--- src/rtl/execute.sv ---
// LC-3 execute stage: ALU (ADD/AND/NOT) and address generation.
// Results are registered for the writeback and memory stages.
module execute (
    input  logic        clk,
    input  logic        rst,
    input  logic        enable_execute,
    input  logic [15:0] IR,
    input  logic [15:0] npc_in,
    input  logic [5:0]  E_Control,
    input  logic [1:0]  W_Control_in,
    input  logic [15:0] VSR1,
    input  logic [15:0] VSR2,
    output logic [2:0]  sr1,
    output logic [2:0]  sr2,
    output logic [15:0] aluout,
    output logic [15:0] pcout,
    output logic [1:0]  W_Control_out,
    output logic [2:0]  dr,
    output logic [2:0]  NZP,
    output logic [15:0] IR_Exec
);
    logic [3:0]  w_opcode;
    logic [1:0]  w_alu_control;
    logic [1:0]  w_pcselect1;
    logic        w_pcselect2;
    logic        w_op2select;
    logic [15:0] w_imm5, w_off6, w_off9, w_off11;
    logic [15:0] w_op2, w_alu_res, w_base, w_offset, w_ea;
    logic [2:0]  w_dr, w_nzp;
    logic        w_is_alu;

    logic [15:0] r_aluout, r_pcout, r_ir_exec;
    logic [1:0]  r_wctl;
    logic [2:0]  r_dr, r_nzp;

    assign w_opcode      = IR[15:12];
    assign w_alu_control = E_Control[5:4];
    assign w_pcselect1   = E_Control[3:2];
    assign w_pcselect2   = E_Control[1];
    assign w_op2select   = E_Control[0];

    assign w_imm5  = {{11{IR[4]}}, IR[4:0]};
    assign w_off6  = {{10{IR[5]}}, IR[5:0]};
    assign w_off9  = {{7{IR[8]}},  IR[8:0]};
    assign w_off11 = {{5{IR[10]}}, IR[10:0]};

    // Stores read the data register through the sr2 port.
    assign sr1 = IR[8:6];
    assign sr2 = (w_opcode == 4'b0011 || w_opcode == 4'b0111 || w_opcode == 4'b1011)
                 ? IR[11:9] : IR[2:0];

    assign w_op2 = w_op2select ? VSR2 : w_imm5;

    always_comb begin
        w_alu_res = VSR1;
        case (w_alu_control)
            2'b00:   w_alu_res = VSR1 + w_op2;
            2'b01:   w_alu_res = VSR1 & w_op2;
            2'b10:   w_alu_res = ~VSR1;
            default: w_alu_res = VSR1;
        endcase
    end

    always_comb begin
        w_offset = 16'h0000;
        case (w_pcselect1)
            2'b00:   w_offset = w_off11;
            2'b01:   w_offset = w_off9;
            2'b10:   w_offset = w_off6;
            default: w_offset = 16'h0000;
        endcase
    end

    assign w_base = w_pcselect2 ? npc_in : VSR1;
    assign w_ea   = w_base + w_offset;

    assign w_is_alu = (w_opcode == 4'b0001) || (w_opcode == 4'b0101) || (w_opcode == 4'b1001);

    always_comb begin
        w_dr = 3'b000;
        case (w_opcode)
            4'b0001, 4'b0101, 4'b1001, 4'b0010,
            4'b0110, 4'b1010, 4'b1110: w_dr = IR[11:9];
            default:                   w_dr = 3'b000;
        endcase
    end

    always_comb begin
        w_nzp = 3'b000;
        case (w_opcode)
            4'b0000: w_nzp = IR[11:9];
            4'b1100: w_nzp = 3'b111;
            default: w_nzp = 3'b000;
        endcase
    end

    // NZP is a one-shot: it drops whenever the stage is stalled.
    always_ff @(posedge clk) begin
        if (rst) begin
            r_aluout  <= 16'h0000;
            r_pcout   <= 16'h0000;
            r_ir_exec <= 16'h0000;
            r_wctl    <= 2'b00;
            r_dr      <= 3'b000;
            r_nzp     <= 3'b000;
        end else if (enable_execute) begin
            r_aluout  <= w_is_alu ? w_alu_res : w_ea;
            r_pcout   <= w_ea;
            r_ir_exec <= IR;
            r_wctl    <= W_Control_in;
            r_dr      <= w_dr;
            r_nzp     <= w_nzp;
        end else begin
            r_nzp     <= 3'b000;
        end
    end

    assign aluout        = r_aluout;
    assign pcout         = r_pcout;
    assign IR_Exec       = r_ir_exec;
    assign W_Control_out = r_wctl;
    assign dr            = r_dr;
    assign NZP           = r_nzp;
endmodule

--- config.mk ---
export PLATFORM = sky130hd
export DESIGN_NAME = execute
export DESIGN_NICKNAME = d
export VERILOG_FILES = /design/src/rtl/execute.sv
export SDC_FILE = /design/constraint.sdc
export NUM_CORES = 1
export LEC_CHECK = 0
export ABC_CLOCK_PERIOD_IN_PS = 4600
export CAP_MARGIN = 20
export CORE_ASPECT_RATIO = 0.8
export CORE_MARGIN = 3
export CORE_UTILIZATION = 29
export DETAILED_ROUTE_END_ITERATION = 8
export SLEW_MARGIN = 20
export SYNTH_ARGS = -nofsm -noshare
export SYNTH_HDL_FRONTEND = slang
export SYNTH_SLANG_ARGS = --single-unit
--- constraint.sdc ---
create_clock -name clk -period 4.6 [get_ports clk]
set_input_delay 0.92 -clock clk [delete_from_list [all_inputs] [get_ports clk]]
set_output_delay 0.92 -clock clk [all_outputs]
set_load 0.005 [all_outputs]
Word-level counts from Yosys, hierarchy flattened
Index checks and enable logic that the tools add are counted.
{ "classes": {"add_sub_neg": 2, "n_eq_ne": 15, "muxes": 8, "n_bitwise": 3, "reduce_logical": 9} }
{ "ops": {"columns": ["operator", "n"], "rows": [
  ["$pmux W16 S3", 2],
  ["$mux W16", 3],
  ["$add A16 B16 Y16", 2],
  ["$eq A4 B4 Y1 const B", 5],
  ["$and A16 B16 Y16", 1],
  ["$not A16 Y16", 1],
  ["$eq A4 B3 Y1 const B", 3],
  ["$eq A4 B2 Y1 const B", 2],
  ["$reduce_or A7 Y1", 1],
  ["$mux W3", 2],
  ["$pmux W3 S2", 1],
  ["$eq A2 B1 Y1 const B", 2],
  ["$eq A2 B2 Y1 const B", 2],
  ["$eq A4 B1 Y1 const B", 1],
  ["$logic_not A2 Y1", 2],
  ["$logic_not A4 Y1", 1],
  ["$logic_or A1 B1 Y1", 4],
  ["$reduce_or A2 Y1", 1],
  ["$not A1 Y1", 1]
]} }
{ "totals": {"ff_bits": 56, "inputBits": 75, "output_inout_bits": 62, "elab_cells": 43} }

Depth between registers and ports, before layout
Gate-level depths: netlist of the first run.
{ "depth": {"depth_word": 4, "depth_mapped": 13, "ltp_nobuf": 12} }

Worst setup path before layout of the first run
OpenSTA, ideal clock, no wires.
{ "synth_timing": {"kind": "input to register", "from": "input E_Control[1]", "to": "register r_pcout[14], in the netlist pcout[14]", "setup_ns": 0.095, "arrival_ns": 3.600, "t_required_ns": 4.505, "setup_slack_ns": 0.905, "stages": 13, "path_buffers": 2, "path_cell_list": "clkbuf_1 > buf_1 > mux2_2 > ha_1 > inv_1 > fa_1 > nor2b_1 > o21a_1 > o21ai_1 > a211o_1 > a21oi_1 > or4_1 > o311ai_1"} }
{ "synth_between": {"elab_chain_cells": 2} }
{ "synth_lines": {"columns": ["item", "line_no", "source"], "rows": [
  ["start: declaration", "9", "input logic [5:0] E_Control,"],
  ["$mux W16", "74", "assign w_base = w_pcselect2 ? npc_in : VSR1;"],
  ["$add A16 B16 Y16", "75", "assign w_ea = w_base + w_offset;"],
  ["end signal: assignment", "108", "r_pcout <= w_ea;"],
  ["end: declaration", "32", "logic [15:0] r_aluout, r_pcout, r_ir_exec;"]
]} }
Every way passes these cells.
A chain may end at the register's enable or synchronous reset.

Worst setup path after layout of the first run
{ "layout_timing": {"from": "input E_Control[0]", "to": "register r_aluout[15], in the netlist aluout[15]"} }
{ "layout_between": {"elab_chain_cells": 4, "word_cells_on_any_way": 5, "cone_classes": "add/sub (1); mux (3); bitwise (1)"} }
{ "layout_lines": {"columns": ["item", "line_no", "source"], "rows": [
  ["$mux W16 *", "52", "assign w_op2 = w_op2select ? VSR2 : w_imm5;"],
  ["$add A16 B16 Y16 / $and A16 B16 Y16 (equally long branches)", "57, 58", null],
  ["$pmux W16 S3 *", "56", "case (w_alu_control)"],
  ["$mux W16 *", "107", "r_aluout <= w_is_alu ? w_alu_res : w_ea;"],
  ["end signal: assignment", "107", null],
  ["end: declaration", "32", null]
]} }
Every way passes the cells marked *; elsewhere a longest branch is shown, timed or not.

==> flow_summary_export.csv, run 1 <==
group,metric,value,unit
finish,antenna_cells,0,
global_routing,grt_use_met3,0.0307,
clock_tree,cts_buffer_depth,2,
synth,synth_cell_type_count,62,
die,start_util,0.300,
finish,layout-drive-gt1-share,0.0761,
worst_setup_path,crit_path_max_incr_delay,590,ps
worst_setup_path,required,4780,ps
clock_tree,cts.clk_slew.worst_paths,70,ps
synth,synth_area_leader_cell,"dfxtp_1",
worst_setup_path,rr_endpoint,"aluout[10]$_SDFFE_PP0P_",
synth,syn_inst,575,
worst_setup_path,r2r-start,"aluout[10]$_SDFFE_PP0P_",
timing,setup_viol,0,
clock_tree,post_cts_buffers,0,
placement,dp.cells,898,
synth,yosys-top-cells-area,"dfxtp_1, ha_1, mux2i_1",
route,drtAntennaViolNets,0,
synth,syn_area_per_cell,7.93,um2
global_routing,grt_pass1_vias,4420,
timing,hold_violations,0,
synth,synthArstFlopShare,0,
synth,synth_nets,683,
finish,n_fill_cell,1562,
route,initialDrtViolationCount,304,
die,ioPinCount,137,
route,viasPerCell,4.97,
global_routing,track_usage,0.178,
timing,finalCriticalPeriod,3860,ps
worst_setup_path,crit_type,"primary input to flip-flop",
min_path,holdPathStages,2,
min_path,hold_path_class,"flip-flop to flip-flop",
synth,yosysMostFrequentCell,"nand2_1",
die,placementRows,40,
route,wirelength,15700,um
timing,timing.hold.ws,477,ps
worst_setup_path,path_cells,"clkdlybuf4s50_1 -> nand2b_1 -> nand2_1 -> ha_1 -> a2111oi_0 -> o21ai_1 -> a41oi_2 -> o221ai_1 -> mux2i_1 -> a31oi_1 -> o21ai_1",
global_routing,met1_usage,0.261,
route,first_pass_iters,7,
worst_setup_path,cp_slowest_cell,"clkdlybuf4s50_1",
global_routing,grt_pass1_wl,25000,um
finish,layoutNonFillerInstCount,906,
die,core,15200,um2
worst_setup_path,cp-start-kind,"primary input",
timing,post-route-period-util,0.839,
power_and_ir_drop,vdd_ir_drop_max,0.173,mV
min_path,min_to,"pcout[10]$_SDFFE_PP0P_",
global_routing,grt_overflow,0,
synth,ys_ff_latch,56,
placement,dp_hpwl,12600,um
synth,synth_edf_count,0,
placement,dpl_cell_area,6110,um2
global_routing,grtUsageMet2,0.281,
global_routing,grt-busiest-layer,"met2",
timing,setup_tns,0,ps
worst_setup_path,worstSetupEndpointType,"flip-flop",
outcome,outcome,"finished, final reports clean",
worst_setup_path,critPathMaxFanout,12,
clock_tree,post_cts_resized,0,
route,drc,0,
min_path,hold_start,"pcout[10]$_SDFFE_PP0P_",
synth,synth_area,4560,um2
global_routing,antenna_found_initial,0,
timing,slew_headroom,0.388,
placement,io_buffers,136,
clock_tree,clock_sinks,56,
timing,fmax,259,MHz
die,dieArea,17300,um2
worst_setup_path,reg2reg_slack,3590,ps
synth,synth_ff_type,"dfxtp_1",
synth,synthTopCellsByCount,"nand2_1, nor2_1, dfxtp_1, a21oi_1",
global_routing,grt_max_degree,51,
route,wire_per_inst,17.4,um
synth,yosysWarnings,0,
finish,area_growth,37.7,%
timing,final.setup_skew,0,ps
worst_setup_path,crit_top_cell,"o21ai_1",
timing,max_slew.worst_pin.slew,908,ps
finish,final_area,6280,um2
clock_tree,cts_hold_buf,0,
timing,slew_viol_final,0,
clock_tree,cts_buffers,5,
worst_setup_path,reg2reg_depth,2,
synth,synth_top_area_share,0.246,
worst_setup_path,worstPathArrival,4040,ps
timing,rsz0062_at_grt,"no",
finish,nets,803,
die,dieHeight,118,um
clock_tree,cts_tree,"built",
clock_tree,clk_latency,300,ps
placement,globalplace.congestion,0.882,
power_and_ir_drop,power_density,269,nW/um2
power_and_ir_drop,p_leak,2.54,nW
clock_tree,htree_num_levels,2,
die,fp.dieW,146,um
flow_run,cap_violations,0,
route,num_vias,4506,
clock_tree,cts-root-buf,"clkbuf_16",
synth,ys_seq_area_frac,0.246,
registers in the layout, summed over array words and instances, names as in the netlist:
name           cells
IR_Exec           16
W_Control_out      2
dr                 3
NZP                3
pcout             16
aluout            16
layout by cell type, fill, tap and decap left out, types with 4 or more instances in the layout:
cell type and instances:
o211ai_1 9, ha_1 31, nor3_1 10, o21bai_1 4, buf_4 10, dfxtp_1 56, a21o_1 6, o31ai_1 4
o21ai_0 9, nor2b_1 9, nand2_1 65, mux2_2 23, nor3b_1 4, o21ai_1 16, a21oi_1 44, clkbuf_16 5
nor2_1 64, a211oi_1 15, and2_1 5, or3_1 4, xor2_1 23, nand3_1 11, o22ai_1 5, inv_1 15
nand2b_1 13, o21a_1 6, clkdlybuf4s50_1 134, mux2i_1 31, nand3b_1 4, xnor2_1 11
how the worst max path moves through the flow:
stage,startpoint,end,slack [ps],cells past startpoint
finish,E_Control[0],aluout[15]$_SDFFE_PP0P_,740,11
global route,E_Control[0],aluout[9]$_SDFFE_PP0P_,440,11
CTS,E_Control[0],aluout[15]$_SDFFE_PP0P_,760,11
detailed placement,E_Control[0],aluout[15]$_SDFFE_PP0P_,460,11
global placement,E_Control[0],aluout[15]$_SDFFE_PP0P_,400,11
floorplan,E_Control[1],pcout[14]$_SDFFE_PP0P_,900,13
per-layer routing:
layer | wire length (um) | part of all wire
met3 | 670 | 0.043
met2 | 7100 | 0.45
met5 | 0 | 0
met4 | 136 | 0.0086
met1 | 7820 | 0.50
metrics by stage:
step	setup WS [ps]	power, mW	util
6_report	740	1.69	0.413
5_1_grt	440	1.80	0.413
4_1_cts	759	1.70	0.413
3_5_place_dp	457	1.26	0.402
3_3_place_gp	398	1.25	0.402
2_1_floorplan	905	0.967	-
cell type report:
| class | instances | area [um2] | area share |
|---|---|---|---|
| clock inverters | 3 | 42.5 | 0.00678 |
| repair buffers | 146 | 1430 | 0.227 |
| flip-flops and latches | 56 | 1120 | 0.179 |
| well taps | 210 | 263 | 0.0419 |
| multi-input cells | 471 | 3240 | 0.517 |
| inverters | 15 | 56.3 | 0.00897 |
| clock buffers | 5 | 125 | 0.0199 |
cell families (layout without fill, tap and decap cells):
kind of cell,after synthesis,after routing,share of synthesized area
simple gates,204,204,0.210
compound gates,146,146,0.217
flops,56,56,0.246
mux,54,54,0.125
buf+inv,48,169,0.0428
xor+xnor,34,34,0.0653
fa+ha+maj,33,33,0.0939
where the power goes:
group          switching (mW)  total, mW  internal [mW]  leakage (nW)
Combinational           0.344      0.687          0.343          2.00
Sequential             0.0282      0.559          0.531         0.462
Clock                   0.187      0.443          0.257        0.0798
Total                   0.559       1.69           1.13          2.54
critical path: cells and delay by family:
| family | cells | cell delay (ps) |
|---|---|---|
| compound gates | 6 | 1420 |
| fa+ha+maj | 1 | 370 |
| buf+inv | 1 | 590 |
| mux | 1 | 170 |
| simple gates | 2 | 570 |
Power figures use the tool's default switching activity.
==> run 2, diff against run 1 <==
Settings changed: ABC_CLOCK_PERIOD_IN_PS 4600 to 3620.
Clock period 4.6 ns to 3.62 ns, I/O delays scaled along.
==> run 2 against run 1 <==
Clock power up 16%; via count up 6.2%; count of clock-buffer cells in the layout up 1; critical path depth unchanged; critical endpoint is now aluout[13]$_SDFFE_PP0P_; largest power group unchanged.
==> flow_summary_export.csv, run 2 (synthesis results as in run 1) <==
group,metric,value,unit
finish,layout-drive-gt1-share,0.129,
global_routing,grt_pass1_vias,4796,
worst_setup_path,rr_endpoint,"aluout[14]$_SDFFE_PP0P_",
timing,fmax,293,MHz
worst_setup_path,r2r-start,"aluout[14]$_SDFFE_PP0P_",
worst_setup_path,critPathMaxFanout,5,
timing,max_slew.worst_pin.slew,690,ps
placement,globalplace.congestion,0.883,
route,drtAntennaViolNets,0,
worst_setup_path,reg2reg_slack,2570,ps
timing,hold_violations,0,
finish,n_fill_cell,1554,
clock_tree,cts-root-buf,"clkbuf_16",
min_path,holdPathStages,2,
power_and_ir_drop,seqPwrFrac,0.329,
finish,final_area,6570,um2
die,fp.dieW,146,um
placement,dpl_cell_area,6420,um2
die,dieArea,17300,um2
global_routing,grt_max_degree,54,
worst_setup_path,crit_type,"primary input to flip-flop",
route,first_pass_iters,5,
clock_tree,cts_hold_buf,0,
worst_setup_path,reg2reg_depth,3,
global_routing,track_usage,0.184,
clock_tree,clock_sinks,56,
power_and_ir_drop,power_frac_clock,0.238,
finish,area_growth,44.2,%
worst_setup_path,cp-start-kind,"primary input",
global_routing,grt_pass1_wl,25900,um
placement,io_buffers,136,
die,ioPinCount,137,
timing,finalCriticalPeriod,3410,ps
min_path,hold_path_class,"flip-flop to flip-flop",
clock_tree,cts_buffer_depth,2,
flow_run,cap_violations,0,
worst_setup_path,worstPathArrival,3600,ps
clock_tree,cts_tree,"built",
placement,dp_hpwl,13000,um
route,wire_per_inst,17.2,um
die,core,15200,um2
clock_tree,clk_latency,300,ps
clock_tree,post_cts_resized,0,
route,num_vias,4786,
route,wirelength,16300,um
clock_tree,cts_buffers,5,
clock_tree,post_cts_buffers,0,
timing,post-route-period-util,0.943,
route,initialDrtViolationCount,245,
die,start_util,0.300,
finish,mostFrequentLayoutCells,"clkdlybuf4s50_1, nand2_1, nor2_1",
min_path,hold_start,"pcout[10]$_SDFFE_PP0P_",
die,placementRows,40,
global_routing,antenna_found_initial,0,
power_and_ir_drop,vdd_ir_drop_max,0.200,mV
timing,rsz0062_at_grt,"no",
timing,setup_viol,0,
clock_tree,htree_num_levels,2,
power_and_ir_drop,intPower,1.43,mW
placement,dp.cells,940,
timing,slew_viol_final,0,
power_and_ir_drop,p_switching,726,uW
route,drc,0,
finish,mostFrequentLayoutCell,"clkdlybuf4s50_1",
finish,nets,845,
power_and_ir_drop,p_leak,2.74,nW
outcome,outcome,"finished, final reports clean",
power_and_ir_drop,p_comb_frac,0.433,
power_and_ir_drop,swShare,0.336,
clock_tree,cts.clk_slew.worst_paths,80,ps
power_and_ir_drop,power_density,328,nW/um2
die,dieHeight,118,um
timing,slew_headroom,0.540,
global_routing,grt_overflow,0,
route,viasPerCell,5.05,
worst_setup_path,required,3810,ps
worst_setup_path,worstSetupEndpointType,"flip-flop",
finish,antenna_cells,0,
finish,layoutNonFillerInstCount,948,
min_path,min_to,"pcout[10]$_SDFFE_PP0P_",
timing,final.setup_skew,0,ps
-- run 2: changes by cell type in the layout (fill, tap and decap cells not counted) --
cell,previous run,this run
bufinv_16,1,0
clkinvlp_4,1,0
clkbuf_8,0,1
clkinv_2,1,2
buf_4,10,52
-- run 2: power by group through the flow --
stage,clock network (mW),registers [mW],logic [mW]
3_5_place_dp,0,0.724,0.931
5_1_grt,0.551,0.718,1.03
3_3_place_gp,0,0.724,0.917
2_1_floorplan,0,0.722,0.507
4_1_cts,0.524,0.711,0.937
6_report,0.513,0.711,0.935
-- run 2: through the flow --
| step | total power [mW] | utilization | hold slack, ps | worst slack, ps | setup TNS, ps |
|---|---|---|---|---|---|
| floorplan | 1.23 | - | 442 | 121 | 0 |
| global placement | 1.64 | 0.422 | 465 | -52.8 | -52.8 |
| detailed placement | 1.66 | 0.422 | 464 | -122 | -356 |
| CTS | 2.17 | 0.432 | 477 | 191 | 0 |
| global route | 2.30 | 0.432 | 495 | 61.7 | 0 |
| finish | 2.16 | 0.432 | 476 | 205 | 0 |
-- run 2: layout make-up --
| class | count | area [um2] | area share |
|---|---|---|---|
| clock buffers | 6 | 139 | 0.0211 |
| multi-input cells | 471 | 3240 | 0.493 |
| well taps | 210 | 263 | 0.0400 |
| inverters | 15 | 56.3 | 0.00856 |
| repair buffers | 188 | 1740 | 0.265 |
| clock inverters | 2 | 10.0 | 0.00152 |
| flip-flops and latches | 56 | 1120 | 0.171 |
-- run 2: worst max-delay path by stage --
stage	start	endpoint	slack, ps	cells after the start
floorplan	E_Control[1]	pcout[14]$_SDFFE_PP0P_	120	13
global route	E_Control[1]	aluout[13]$_SDFFE_PP0P_	60	11
global placement	E_Control[0]	aluout[10]$_SDFFE_PP0P_	-50	12
finish	E_Control[1]	aluout[13]$_SDFFE_PP0P_	210	11
CTS	E_Control[0]	aluout[10]$_SDFFE_PP0P_	190	12
detailed placement	E_Control[0]	aluout[10]$_SDFFE_PP0P_	-120	12
-- run 2: worst max-delay path, stage by stage --
cell and delay (ps):
clkdlybuf4s50_1 610, mux2i_1 290, inv_1 70, ha_1 280
a21oi_1 240, o22ai_1 190, o41ai_4 350, o21ai_1 210
o41ai_2 270, xor2_1 240, o21ai_0 120
-- run 2: metal layers --
metal,vias to the layer above,global-route usage,share of wire
li1,2384,-,-
met1,2252,0.260,0.49
met2,135,0.298,0.45
met3,15,0.0326,0.049
met4,0,0.0282,0.010
met5,-,0,0
==> run 3, diff against run 2 <==
Settings changed: ABC_CLOCK_PERIOD_IN_PS 3620 to 3300, REMOVE_ABC_BUFFERS set to 1.
Clock period 3.62 ns to 3.3 ns, I/O delays scaled along.
==> run 3 against run 2 <==
Via count grew 4.2%; highest routed layer is now met5; die area is the same; routed wire length up 3.3%; design area increased by 8.0%; power increased by 16%; core utilization increased by 3.5 points; critical path depth stayed put; non-clock buffer count rose by 51; clock skew unchanged; worst setup slack better by 4.4 ps; combinational power grew 24%.
==> flow_summary_export.csv, run 3 (synthesis results as in run 1) <==
group,metric,value,unit
die,placementRows,40,
finish,mostFrequentLayoutCells,"clkdlybuf4s50_1, buf_4, nand2_1, nor2_1, dfxtp_1",
clock_tree,cts.clk_slew.worst_paths,80,ps
route,viasPerCell,4.99,
timing,max_slew.worst_pin.slew,918,ps
clock_tree,cts-root-buf,"clkbuf_16",
min_path,hold_path_class,"flip-flop to flip-flop",
route,first_pass_iters,5,
die,fp.dieW,146,um
timing,hold_violations,0,
finish,mostFrequentLayoutCell,"clkdlybuf4s50_1",
die,start_util,0.300,
placement,io_buffers,136,
global_routing,antenna_found_initial,1,
worst_setup_path,cp_slowest_cell,"clkdlybuf4s50_1",
placement,post-place-ws,-402,ps
timing,setup_tns,0,ps
clock_tree,cts_buffer_depth,2,
worst_setup_path,worstSetupEndpointType,"flip-flop",
worst_setup_path,path_cells,"clkdlybuf4s50_1 -> mux2_4 -> ha_4 -> fa_2 -> a21o_1 -> a21o_4 -> a21oi_4 -> o41ai_4 -> a2111o_1 -> o211ai_1 -> o31ai_1",
finish,area_growth,55.7,%
worst_setup_path,crit_type,"primary input to flip-flop",
timing,fin_ws,209,ps
power_and_ir_drop,vdd_ir_drop_max,0.237,mV
timing,finalCriticalPeriod,3090,ps
global_routing,grt_max_degree,48,
clock_tree,clock_sinks,56,
worst_setup_path,cp-start-kind,"primary input",
flow_run,cap_violations,0,
route,num_vias,4986,
finish,antenna_cells,0,
timing,fmax,324,MHz
global_routing,grt_pass1_wl,26500,um
timing,slew_viol_final,0,
die,ioPinCount,137,
clock_tree,cts_tree,"built",
die,dieHeight,118,um
die,core,15200,um2
clock_tree,clk_latency,300,ps
global_routing,track_usage,0.187,
finish,layout-drive-gt1-share,0.208,
power_and_ir_drop,power_density,352,nW/um2
route,drc,0,
timing,setup_viol,0,
route,wirelength,16800,um
placement,dp_hpwl,13300,um
timing,slew_headroom,0.388,
route,wire_per_inst,16.8,um
clock_tree,cts_hold_buf,0,
clock_tree,htree_num_levels,2,
die,dieArea,17300,um2
timing,timing.hold.ws,481,ps
worst_setup_path,critPathMaxFanout,3,
worst_setup_path,crit_path_max_incr_delay,410,ps
outcome,outcome,"finished, final reports clean",
global_routing,grt_pass1_vias,5017,
worst_setup_path,required,3490,ps
placement,globalplace.congestion,0.882,
route,drtAntennaViolNets,0,
finish,nets,896,
route,initialDrtViolationCount,277,
timing,post-route-period-util,0.937,
timing,rsz0062_at_grt,"no",
worst_setup_path,worstPathArrival,3280,ps
timing,final.setup_skew,0,ps
global_routing,grt_overflow,0,
clock_tree,cts_buffers,5,
power_and_ir_drop,p_leak,3.08,nW
==> run 3: layout make-up <==
type,count,area (um2)
Inverter,15,56.3
Clock buffer,5,125
Timing Repair Buffer,239,2150
Clock inverter,3,22.5
Sequential cell,56,1120
Multi-Input combinational cell,471,3360
Tap cell,210,263
Fill cell,1540,8120
==> run 3: power by group <==
| part | internal, mW | switching [mW] | leakage, nW |
|---|---|---|---|
| Clock | 0.286 | 0.276 | 0.0742 |
| Sequential | 0.740 | 0.0408 | 0.462 |
| Combinational | 0.625 | 0.534 | 2.54 |
==> run 3: critical path, delay by kind of cell <==
family          cells  cell delay (ps)
fa+ha+maj           2              570
buf+inv             1              410
mux                 1              280
compound gates      7             1360
==> run 3: path summary, 6_finish.rpt <==
path                                start                      end  slack (ps)  cells past startpoint
setup reg to reg  aluout[14]$_SDFFE_PP0P_  aluout[14]$_SDFFE_PP0P_        2210                      3
hold reg to reg     pcout[8]$_SDFFE_PP0P_    pcout[8]$_SDFFE_PP0P_         480                      2
hold / removal      pcout[8]$_SDFFE_PP0P_    pcout[8]$_SDFFE_PP0P_         480                      2
setup / recovery                  VSR2[0]  aluout[14]$_SDFFE_PP0P_         210                     11
==> run 3: metal layers <==
| layer | share of wire | track usage |
|---|---|---|
| met1 | 0.49 | 0.257 |
| met2 | 0.43 | 0.300 |
| met3 | 0.066 | 0.0483 |
| met4 | 0.014 | 0.0364 |
| met5 | 0.00077 | 0 |
==> run 3: per-stage QoR <==
stage                     instance area (um2)  utilization  cells  power [mW]
after floorplan                          4420            -    542        1.31
after global placement                   6810        0.447    990        1.90
after detailed placement                 6810        0.447    990        1.91
after CTS                                6970        0.458    998        2.48
after global routing                     7100        0.467    999        2.66
final                                    7100        0.467    999        2.50
==> run 3: timing repair <==
| action | 4_1_cts | 5_1_grt |
|---|---|---|
| pin swaps | 4 | 11 |
| setup endpoints to repair | 10 | 16 |
| buffers inserted | 0 | 1 |
| gates resized for setup | 5 | 27 |
